**src/rtl/slave_resp_router.sv**
```systemverilog
// slave_resp_router: routes slave ack and read-data responses back to the
// master that issued each request, using an ack-order queue of {id, cmd}
// and a data-order queue of read ids.
module slave_resp_router #(
  parameter int unsigned DEPTH = 4
) (
  input  logic        clk,
  input  logic        rst_n,
  input  logic        perm0,
  input  logic        perm1,
  input  logic        cmd_to,
  input  logic        ack,
  input  logic        resp,
  input  logic [31:0] rdata,
  output logic        ack0,
  output logic        ack1,
  output logic        resp0,
  output logic        resp1,
  output logic [31:0] rdata0,
  output logic [31:0] rdata1,
  output logic        full,
  output logic        busy,
  output logic        err
);

  localparam int unsigned PW = (DEPTH > 1) ? $clog2(DEPTH) : 1;
  localparam int unsigned CW = PW + 1;
  localparam logic [CW-1:0] FULL_CNT = CW'(DEPTH);

  // ack queue entry: bit 1 = master id, bit 0 = cmd (1 = write)
  logic [1:0]    r_aq [DEPTH];
  logic [PW-1:0] r_aq_wr, r_aq_rd;
  logic [CW-1:0] r_aq_cnt;

  logic          r_dq [DEPTH];
  logic [PW-1:0] r_dq_wr, r_dq_rd;
  logic [CW-1:0] r_dq_cnt;

  logic        r_ack0, r_ack1, r_resp0, r_resp1, r_err;
  logic [31:0] r_rdata0, r_rdata1;

  logic       w_aq_push_req, w_aq_push, w_aq_pop, w_aq_full;
  logic       w_dq_push_req, w_dq_push, w_dq_pop, w_dq_full;
  logic [1:0] w_aq_head;
  logic       w_dq_head;
  logic       w_err_set;

  // queue control: pops only see registered counts, so a read acked this
  // cycle cannot be answered by a resp in the same cycle
  always_comb begin
    w_aq_full     = (r_aq_cnt == FULL_CNT);
    w_dq_full     = (r_dq_cnt == FULL_CNT);
    w_aq_head     = r_aq[r_aq_rd];
    w_dq_head     = r_dq[r_dq_rd];
    w_aq_push_req = perm0 ^ perm1;
    w_aq_pop      = ack && (r_aq_cnt != '0);
    w_aq_push     = w_aq_push_req && (!w_aq_full || w_aq_pop);
    w_dq_push_req = w_aq_pop && !w_aq_head[0];
    w_dq_pop      = resp && (r_dq_cnt != '0);
    w_dq_push     = w_dq_push_req && (!w_dq_full || w_dq_pop);
    w_err_set     = (perm0 && perm1)
                  || (ack && (r_aq_cnt == '0))
                  || (resp && (r_dq_cnt == '0))
                  || (w_aq_push_req && !w_aq_push)
                  || (w_dq_push_req && !w_dq_push);
  end

  // ack queue storage, pointers and count
  always_ff @(posedge clk or negedge rst_n) begin
    if (!rst_n) begin
      for (int unsigned i = 0; i < DEPTH; i++) r_aq[i] <= '0;
      r_aq_wr  <= '0;
      r_aq_rd  <= '0;
      r_aq_cnt <= '0;
    end else begin
      if (w_aq_push) begin
        r_aq[r_aq_wr] <= {perm1, cmd_to};
        r_aq_wr       <= r_aq_wr + PW'(1);
      end
      if (w_aq_pop) r_aq_rd <= r_aq_rd + PW'(1);
      r_aq_cnt <= r_aq_cnt + CW'(w_aq_push) - CW'(w_aq_pop);
    end
  end

  // data queue storage, pointers and count
  always_ff @(posedge clk or negedge rst_n) begin
    if (!rst_n) begin
      for (int unsigned i = 0; i < DEPTH; i++) r_dq[i] <= 1'b0;
      r_dq_wr  <= '0;
      r_dq_rd  <= '0;
      r_dq_cnt <= '0;
    end else begin
      if (w_dq_push) begin
        r_dq[r_dq_wr] <= w_aq_head[1];
        r_dq_wr       <= r_dq_wr + PW'(1);
      end
      if (w_dq_pop) r_dq_rd <= r_dq_rd + PW'(1);
      r_dq_cnt <= r_dq_cnt + CW'(w_dq_push) - CW'(w_dq_pop);
    end
  end

  // routed ack/resp pulses, held read data and sticky error
  always_ff @(posedge clk or negedge rst_n) begin
    if (!rst_n) begin
      r_ack0   <= 1'b0;
      r_ack1   <= 1'b0;
      r_resp0  <= 1'b0;
      r_resp1  <= 1'b0;
      r_rdata0 <= '0;
      r_rdata1 <= '0;
      r_err    <= 1'b0;
    end else begin
      r_ack0  <= w_aq_pop && !w_aq_head[1];
      r_ack1  <= w_aq_pop &&  w_aq_head[1];
      r_resp0 <= w_dq_pop && !w_dq_head;
      r_resp1 <= w_dq_pop &&  w_dq_head;
      if (w_dq_pop && !w_dq_head) r_rdata0 <= rdata;
      if (w_dq_pop &&  w_dq_head) r_rdata1 <= rdata;
      if (w_err_set) r_err <= 1'b1;
    end
  end

  assign ack0   = r_ack0;
  assign ack1   = r_ack1;
  assign resp0  = r_resp0;
  assign resp1  = r_resp1;
  assign rdata0 = r_rdata0;
  assign rdata1 = r_rdata1;
  assign err    = r_err;
  assign full   = w_aq_full;
  assign busy   = (r_aq_cnt != '0) || (r_dq_cnt != '0);

endmodule

```
**config.mk**
```make
export PLATFORM = sky130hd
export DESIGN_NAME = slave_resp_router
export DESIGN_NICKNAME = d
export VERILOG_FILES = /design/src/rtl/slave_resp_router.sv
export SDC_FILE = /design/constraint.sdc
export NUM_CORES = 1
export LEC_CHECK = 0
export ABC_AREA = 1
export ABC_CLOCK_PERIOD_IN_PS = 3200
export CAP_MARGIN = 40
export CORE_MARGIN = 8
export CORE_UTILIZATION = 52
export CTS_CLUSTER_SIZE = 24
export DETAILED_ROUTE_END_ITERATION = 10
export HOLD_SLACK_MARGIN = 0.06
export PLACE_DENSITY = 0.83
export SETUP_SLACK_MARGIN = 0.5
export SLEW_MARGIN = 20
export SYNTH_ARGS = -nofsm -noshare
export SYNTH_HDL_FRONTEND = slang
export SYNTH_SLANG_ARGS = --single-unit
```
**constraint.sdc**
```tcl
create_clock -name clk -period 3.2 [get_ports clk]
set_input_delay 0.48 -clock clk [delete_from_list [all_inputs] [get_ports clk]]
set_output_delay 0.48 -clock clk [all_outputs]
set_load 0.01 [all_outputs]
```
==> results of run 1 <==
worst max-delay path: cells and delay by family:
kind          cells  cell delay, ns
fa+ha+maj         3            0.83
buf+inv           4            0.66
simple gates      2            0.39
xor+xnor          2            0.33
synth_stat cells, types with 6 or more instances:
library cell / number
inv_1: 58
nand2_1: 116
o21ai_2: 44
xor2_1: 6
o21ai_1: 10
nor2_1: 15
buf_6: 12
nand3_1: 6
o21ai_0: 20
dfrtp_1: 95
ha_1: 12
layer usage:
layer,vias up,track usage,part of all wire
li1,1532,-,-
met1,1461,0.2145,0.44
met2,90,0.2726,0.49
met3,10,0.03898,0.058
met4,0,0.05427,0.012
met5,-,0,0
stage by stage:
| step | hold slack, ns | utilization | instances |
|---|---|---|---|
| floorplan | 0.1844 | - | 419 |
| detailed placement | 0.4695 | 0.6819 | 619 |
| CTS | 0.1771 | 0.7051 | 635 |
| finish | 0.1384 | 0.7051 | 635 |
| global placement | 0.4637 | 0.6819 | 619 |
| global route | 0.2024 | 0.7051 | 635 |
worst paths after layout:
check / from / endpoint / slack [ns] / cells after the start
setup / recovery: resp / r_dq_cnt[2] / 0.78 / 11
hold / removal: rst_n / rdata1[8] / 0.14 / 1
setup reg to reg: r_aq_rd[0] / r_dq_cnt[2] / 0.84 / 12
hold reg to reg: rdata0[8] / rdata0[8] / 0.49 / 2
max in group asynchronous: rst_n / r_aq[1] / 2.27 / 2
min in group clk: rdata0[8] / rdata0[8] / 0.49 / 2
cells by family after synthesis:
kind of cell | synth area share
buffers and inverters | 0.08972
XOR/XNOR | 0.01669
AND/OR/NAND/NOR | 0.1526
adder cells (fa/ha/maj) | 0.04530
flip-flops | 0.5663
AO/OA/AOI/OAI | 0.1294
area by class of cell:
class                      instances  area (µm²)
sequential                        95        2377
fill                             581        2291
multi-input combinational        248        1444
timing repair buffer             113        1119
inverter                          61       229.0
clock buffer                      10       137.6
tap                              102       127.6
clock inverter                     6       42.54
power by group through the flow:
stage | combinational [mW] | sequential, mW | clock, mW
after detailed placement | 2.72 | 2.17 | 0
after global routing | 2.96 | 2.22 | 0.787
after CTS | 2.73 | 2.15 | 0.740
after global placement | 2.63 | 2.14 | 0
after floorplan | 1.44 | 2.31 | 0
final | 2.68 | 2.15 | 0.720
state kept, by name, summed over array words and instances (netlist names):
signal and flops:
rdata0 32, r_aq 8, r_aq_cnt 3, rdata1 32, r_dq_rd 2, err 1, r_dq 4, r_aq_rd 2
resp0 1, r_dq_wr 2, r_dq_cnt 3, ack0 1, ack1 1, resp1 1, r_aq_wr 2
==> summary.md, run 1 <==
| Metric | Value |
|---|---|
| Post-DP Area | `5296 µm²` |
| Critical Path AT | `2.70 ns` |
| Setup_tns | `0 ns` |
| DRC | `0` |
| Synth top area share | `0.5663` |
| Via/cell ratio | `4.871` |
| Worst-path cell chain | `clkdlybuf4s50_1 > inv_1 > nand3_1 > nand3_2 > ha_1 > inv_1 > ha_1 > inv_1 > fa_1 > xnor2_1 > xor2_1` |
| Mapped cell area | `4198 µm²` |
| CP max stage delay | `0.48 ns` |
| Post-CTS Setup Inserts | `0` |
| Slowest library cell on the worst path | `clkdlybuf4s50_1` |
| Max_slew headroom | `0.5154` |
| Vias | `3,093` |
| Final setup viols | `0` |
| Initial Util | `0.5404` |
| Synth Instances | `419` |
| Pwr dens | `1013 nW/µm²` |
| Post-CTS sizing | `0` |
| Ant. Diodes | `0` |
| Worst slack, placed | `0.3992 ns` |
| # clock sinks | `95` |
| # IOs | `110` |
| Comb pwr share | `0.483` |
| First-pass GRT wire length | `15,190 µm` |
| Core ar. | `7767 µm²` |
| CTS tree | `yes` |
| Drt first pass iters | `4` |
| Top cells by area, synth | `dfrtp_1, nand2_1, o21ai_2, inv_1, ha_1` |
| Initial antenna violation count | `0` |
| Fmax | `0.4129 GHz` |
| Final Instance Area | `5477 µm²` |
| Worst setup margin | `0.7782 ns` |
| Final Critical Period | `2.422 ns` |
| WL/cell | `14.51 µm` |
| Power consumption | `5.548 mW` |
| Path type of the worst min-delay path | `input port to asynchronous set/reset pin` |
| Final GP Congestion | `0.7854` |
| Unique masters post-synth | `24` |
| Overflow after GRT | `0` |
| CTS Buffer Depth | `2` |
| Commonest non-fill, non-tap cells in the layout | `nand2_1, clkdlybuf4s50_1, dfrtp_1` |
| Clk Latency, worst-skew pair | `0.35 ns` |
| Final hold vios | `0` |
| Gr usage total | `0.1671` |
| Psw | `2.169 mW` |
| Vias in the first global route | `3,028` |
| Final Cycle Share | `0.7568` |
| WS Path Type | `input port to flip-flop` |
| Post-Syn Nets | `472` |
| CP Launch Type | `input port` |
| Leak | `2.655 nW` |
| Drt total wl | `9212 µm` |
| Fin Clk Skew | `0.01368 ns` |
| RSZ-0062 raised after global routing | `no` |
| PortBufs | `109` |
| Die X | `105.8 µm` |
| Async S/R FF share, synth | `1.000` |
| Final net count | `581` |
| Register area share after synthesis | `0.5663` |
| Status | `complete, no violations` |
| CP Max Fanout | `8` |
| Post-synth top flop | `dfrtp_1` |
| Yosys warns | `0` |
| Largest net degree at the start of global routing | `66` |
| H-Tree Depth | `3` |
| Register share of total power | `0.387` |
| DRT iter0 DRCs | `111` |
| Share of cells above drive strength 1 | `0.1426` |
| CTS Buf Count | `9` |
| Setup crit end kind | `flip-flop` |
| Site row count | `32` |
| Root Buffer Master | `clkbuf_8` |
| Layout overhead on the synthesized area | `30.46%` |
| Die ar. | `11,200 µm²` |
| Worst-path clk slew | `0.10 ns` |
| Peak VDD IR | `0.0004079 V` |
| Net Sw Frac | `0.3909` |
| Die height | `105.8 µm` |
| DP HPWL | `6989 µm` |
| Clock power frac | `0.130` |
| Worst Max-Slew Pin Slew | `0.7269 ns` |
| Commonest non-fill, non-tap cell in the layout | `nand2_1` |
| Antenna viol nets, final | `0` |
| Largest area contributor in the netlist | `dfrtp_1` |
| FF+latch count, synth | `95` |
| Critical Path RT | `3.47 ns` |
| Number of synthesized flops with an enable pin | `0` |
| Max-Cap Viols | `0` |
| Mean Syn Cell Area | `10.02 µm²` |
| Slew Limit Fails | `0` |
| Hold buffer count at CTS | `0` |
| Most used cell, CP | `inv_1` |
| Cell Int Power | `3.379 mW` |
(Power assumes the default switching activity.)
==> run 2: changes to the inputs <==
ABC_CLOCK_PERIOD_IN_PS = 2300   (was 3200)
CORE_UTILIZATION = 49   (was 52)
PLACE_DENSITY = 0.78   (was 0.83)
clock period = 2.3 ns   (was 3.2 ns; I/O delays follow)
==> summary.md, run 2 (synthesis results as in run 1) <==
| Metric | Value |
|---|---|
| # clock sinks | `95` |
| DP HPWL | `7003 µm` |
| PortBufs | `109` |
| Final GP Congestion | `0.7716` |
| Psw | `3.354 mW` |
| Worst-path cell chain | `inv_2 > nand2_1 > nand3_2 > nand2_2 > nand3_4 > ha_4 > inv_4 > ha_4 > inv_2 > fa_2 > xnor2_2 > xor2_1` |
| Antenna viol nets, final | `0` |
| Layout overhead on the synthesized area | `39.61%` |
| Fmax | `0.4886 GHz` |
| CP Launch Type | `flip-flop` |
| Final net count | `603` |
| Worst slack, placed | `0.006655 ns` |
| Root Buffer Master | `clkbuf_8` |
| Clock power frac | `0.137` |
| CTS Buf Count | `9` |
| Final Cycle Share | `0.8898` |
| Slew Limit Fails | `0` |
| Die ar. | `11,780 µm²` |
| Pwr dens | `1461 nW/µm²` |
| WL/cell | `15.74 µm` |
| Share of cells above drive strength 1 | `0.2288` |
| Final setup viols | `0` |
| Die height | `108.6 µm` |
| RSZ-0062 raised after global routing | `yes` |
| Max_slew headroom | `0.6335` |
| Worst Max-Slew Pin Slew | `0.5497 ns` |
| Commonest non-fill, non-tap cell in the layout | `nand2_1` |
| Fill cells | `608` |
| Worst setup margin | `0.2535 ns` |
| Initial Util | `0.5083` |
| Site row count | `33` |
| Via/cell ratio | `4.914` |
| Commonest non-fill, non-tap cells in the layout | `nand2_1, clkdlybuf4s50_1, dfrtp_1` |
| Net Sw Frac | `0.3917` |
| Core ar. | `8258 µm²` |
| CP Max Fanout | `5` |
| Peak VDD IR | `0.0007953 V` |
| Path type of the worst min-delay path | `flip-flop to flip-flop` |
| Critical Path AT | `2.29 ns` |
| Initial antenna violation count | `0` |
| Fin Clk Skew | `0.01391 ns` |
| DRC | `0` |
| Setup_tns | `0 ns` |
| Final Critical Period | `2.046 ns` |
| Cell Int Power | `5.208 mW` |
| Leak | `2.811 nW` |
| # IOs | `110` |
| DRT iter0 DRCs | `132` |
| First-pass GRT wire length | `16,100 µm` |
| Final hold vios | `0` |
| Ant. Diodes | `0` |
| Worst-path clk slew | `0.09 ns` |
| Vias | `3,243` |
| Comb pwr share | `0.511` |
| Drt total wl | `10,390 µm` |
| Drt first pass iters | `4` |
| Max-Cap Viols | `0` |
| CP max stage delay | `0.47 ns` |
| Final core occ | `0.7097` |
| Slowest library cell on the worst path | `dfrtp_1` |
| Overflow after GRT | `0` |
| Non-filler cells, final | `660` |
| CTS Buffer Depth | `2` |
| H-Tree Depth | `3` |
| Die X | `108.6 µm` |
| Power consumption | `8.561 mW` |
| Largest net degree at the start of global routing | `66` |
| DP Cell Count | `626` |
| CTS tree | `yes` |
| Critical Path RT | `2.54 ns` |
| Vias in the first global route | `3,334` |
| Clk Latency, worst-skew pair | `0.36 ns` |
| Status | `complete, no violations` |
| WS Path Type | `flip-flop to flip-flop` |
| Setup crit end kind | `flip-flop` |
| Gr usage total | `0.1705` |
| Register share of total power | `0.352` |
-- run 2: cell types whose count changed in the layout (fill, tap and decap cells not counted), moves of 6 or more --
cell and delta:
buf_4 +15, inv_1 -6, nand2_1 -8, nand2_2 +6
-- run 2: worst max-delay path, delay by kind of cell, from the launching register on --
kind                       cells  cell delay, ns
xor gates and xnor gates       2            0.29
adders and majority gates      3            0.68
buffers and inverters          3            0.15
DFF                            1            0.47
and+or+nand+nor                4            0.33
-- run 2: what timing repair did --
action                                 CTS  global route
gates cloned                             0             1
setup buffers                           11             5
hold buffers                             1             0
endpoints found under the hold margin   41             0
pin swaps                                5             7
setup endpoints to repair               30            31
resized for setup                       19            17
-- run 2: power by group through the flow --
| stage | logic (mW) | clock network, mW | registers, mW |
|---|---|---|---|
| final | 4.38 | 1.17 | 3.01 |
| after global routing | 4.81 | 1.26 | 3.11 |
| after CTS | 4.19 | 1.20 | 2.99 |
| after global placement | 3.82 | 0 | 2.98 |
| after floorplan | 2.07 | 0 | 3.22 |
| after detailed placement | 3.98 | 0 | 3.02 |
-- run 2: layout make-up --
cell class	instances	area, µm²	share of cell area
clock buffers	10	137.6	0.02348
clock inverters	6	76.32	0.01302
inverters	61	239.0	0.04078
multi-input cells	248	1556	0.2656
flip-flops and latches	95	2381	0.4063
well taps	105	131.4	0.02242
repair buffers	135	1339	0.2284
-- run 2: per-stage QoR --
| step | hold WS [ns] | area [µm²] |
|---|---|---|
| floorplan | 0.04941 | 4245 |
| global placement | 0.3637 | 5415 |
| detailed placement | 0.3694 | 5415 |
| CTS | 0.4907 | 5752 |
| global route | 0.5146 | 5861 |
| finish | 0.4909 | 5861 |
-- run 2: path summary, 6_finish.rpt --
| kind | from | end | slack, ns | cells past startpoint |
|---|---|---|---|---|
| min in group asynchronous | rst_n | rdata0[9] | 0.51 | 2 |
| max reg2reg | r_aq_rd[0] | r_dq_cnt[2] | 0.25 | 12 |
| max in group asynchronous | rst_n | rdata0[19] | 1.10 | 3 |
| max | r_aq_rd[0] | r_dq_cnt[2] | 0.25 | 12 |
| min reg2reg | rdata1[16] | rdata1[16] | 0.49 | 2 |
| min | rdata1[16] | rdata1[16] | 0.49 | 2 |
-- run 2: routing by layer --
metal,wire length (µm),global-route usage
met4,93,0.05670
met1,4402,0.2104
met3,522,0.03272
met2,5370,0.2934
met5,0,0
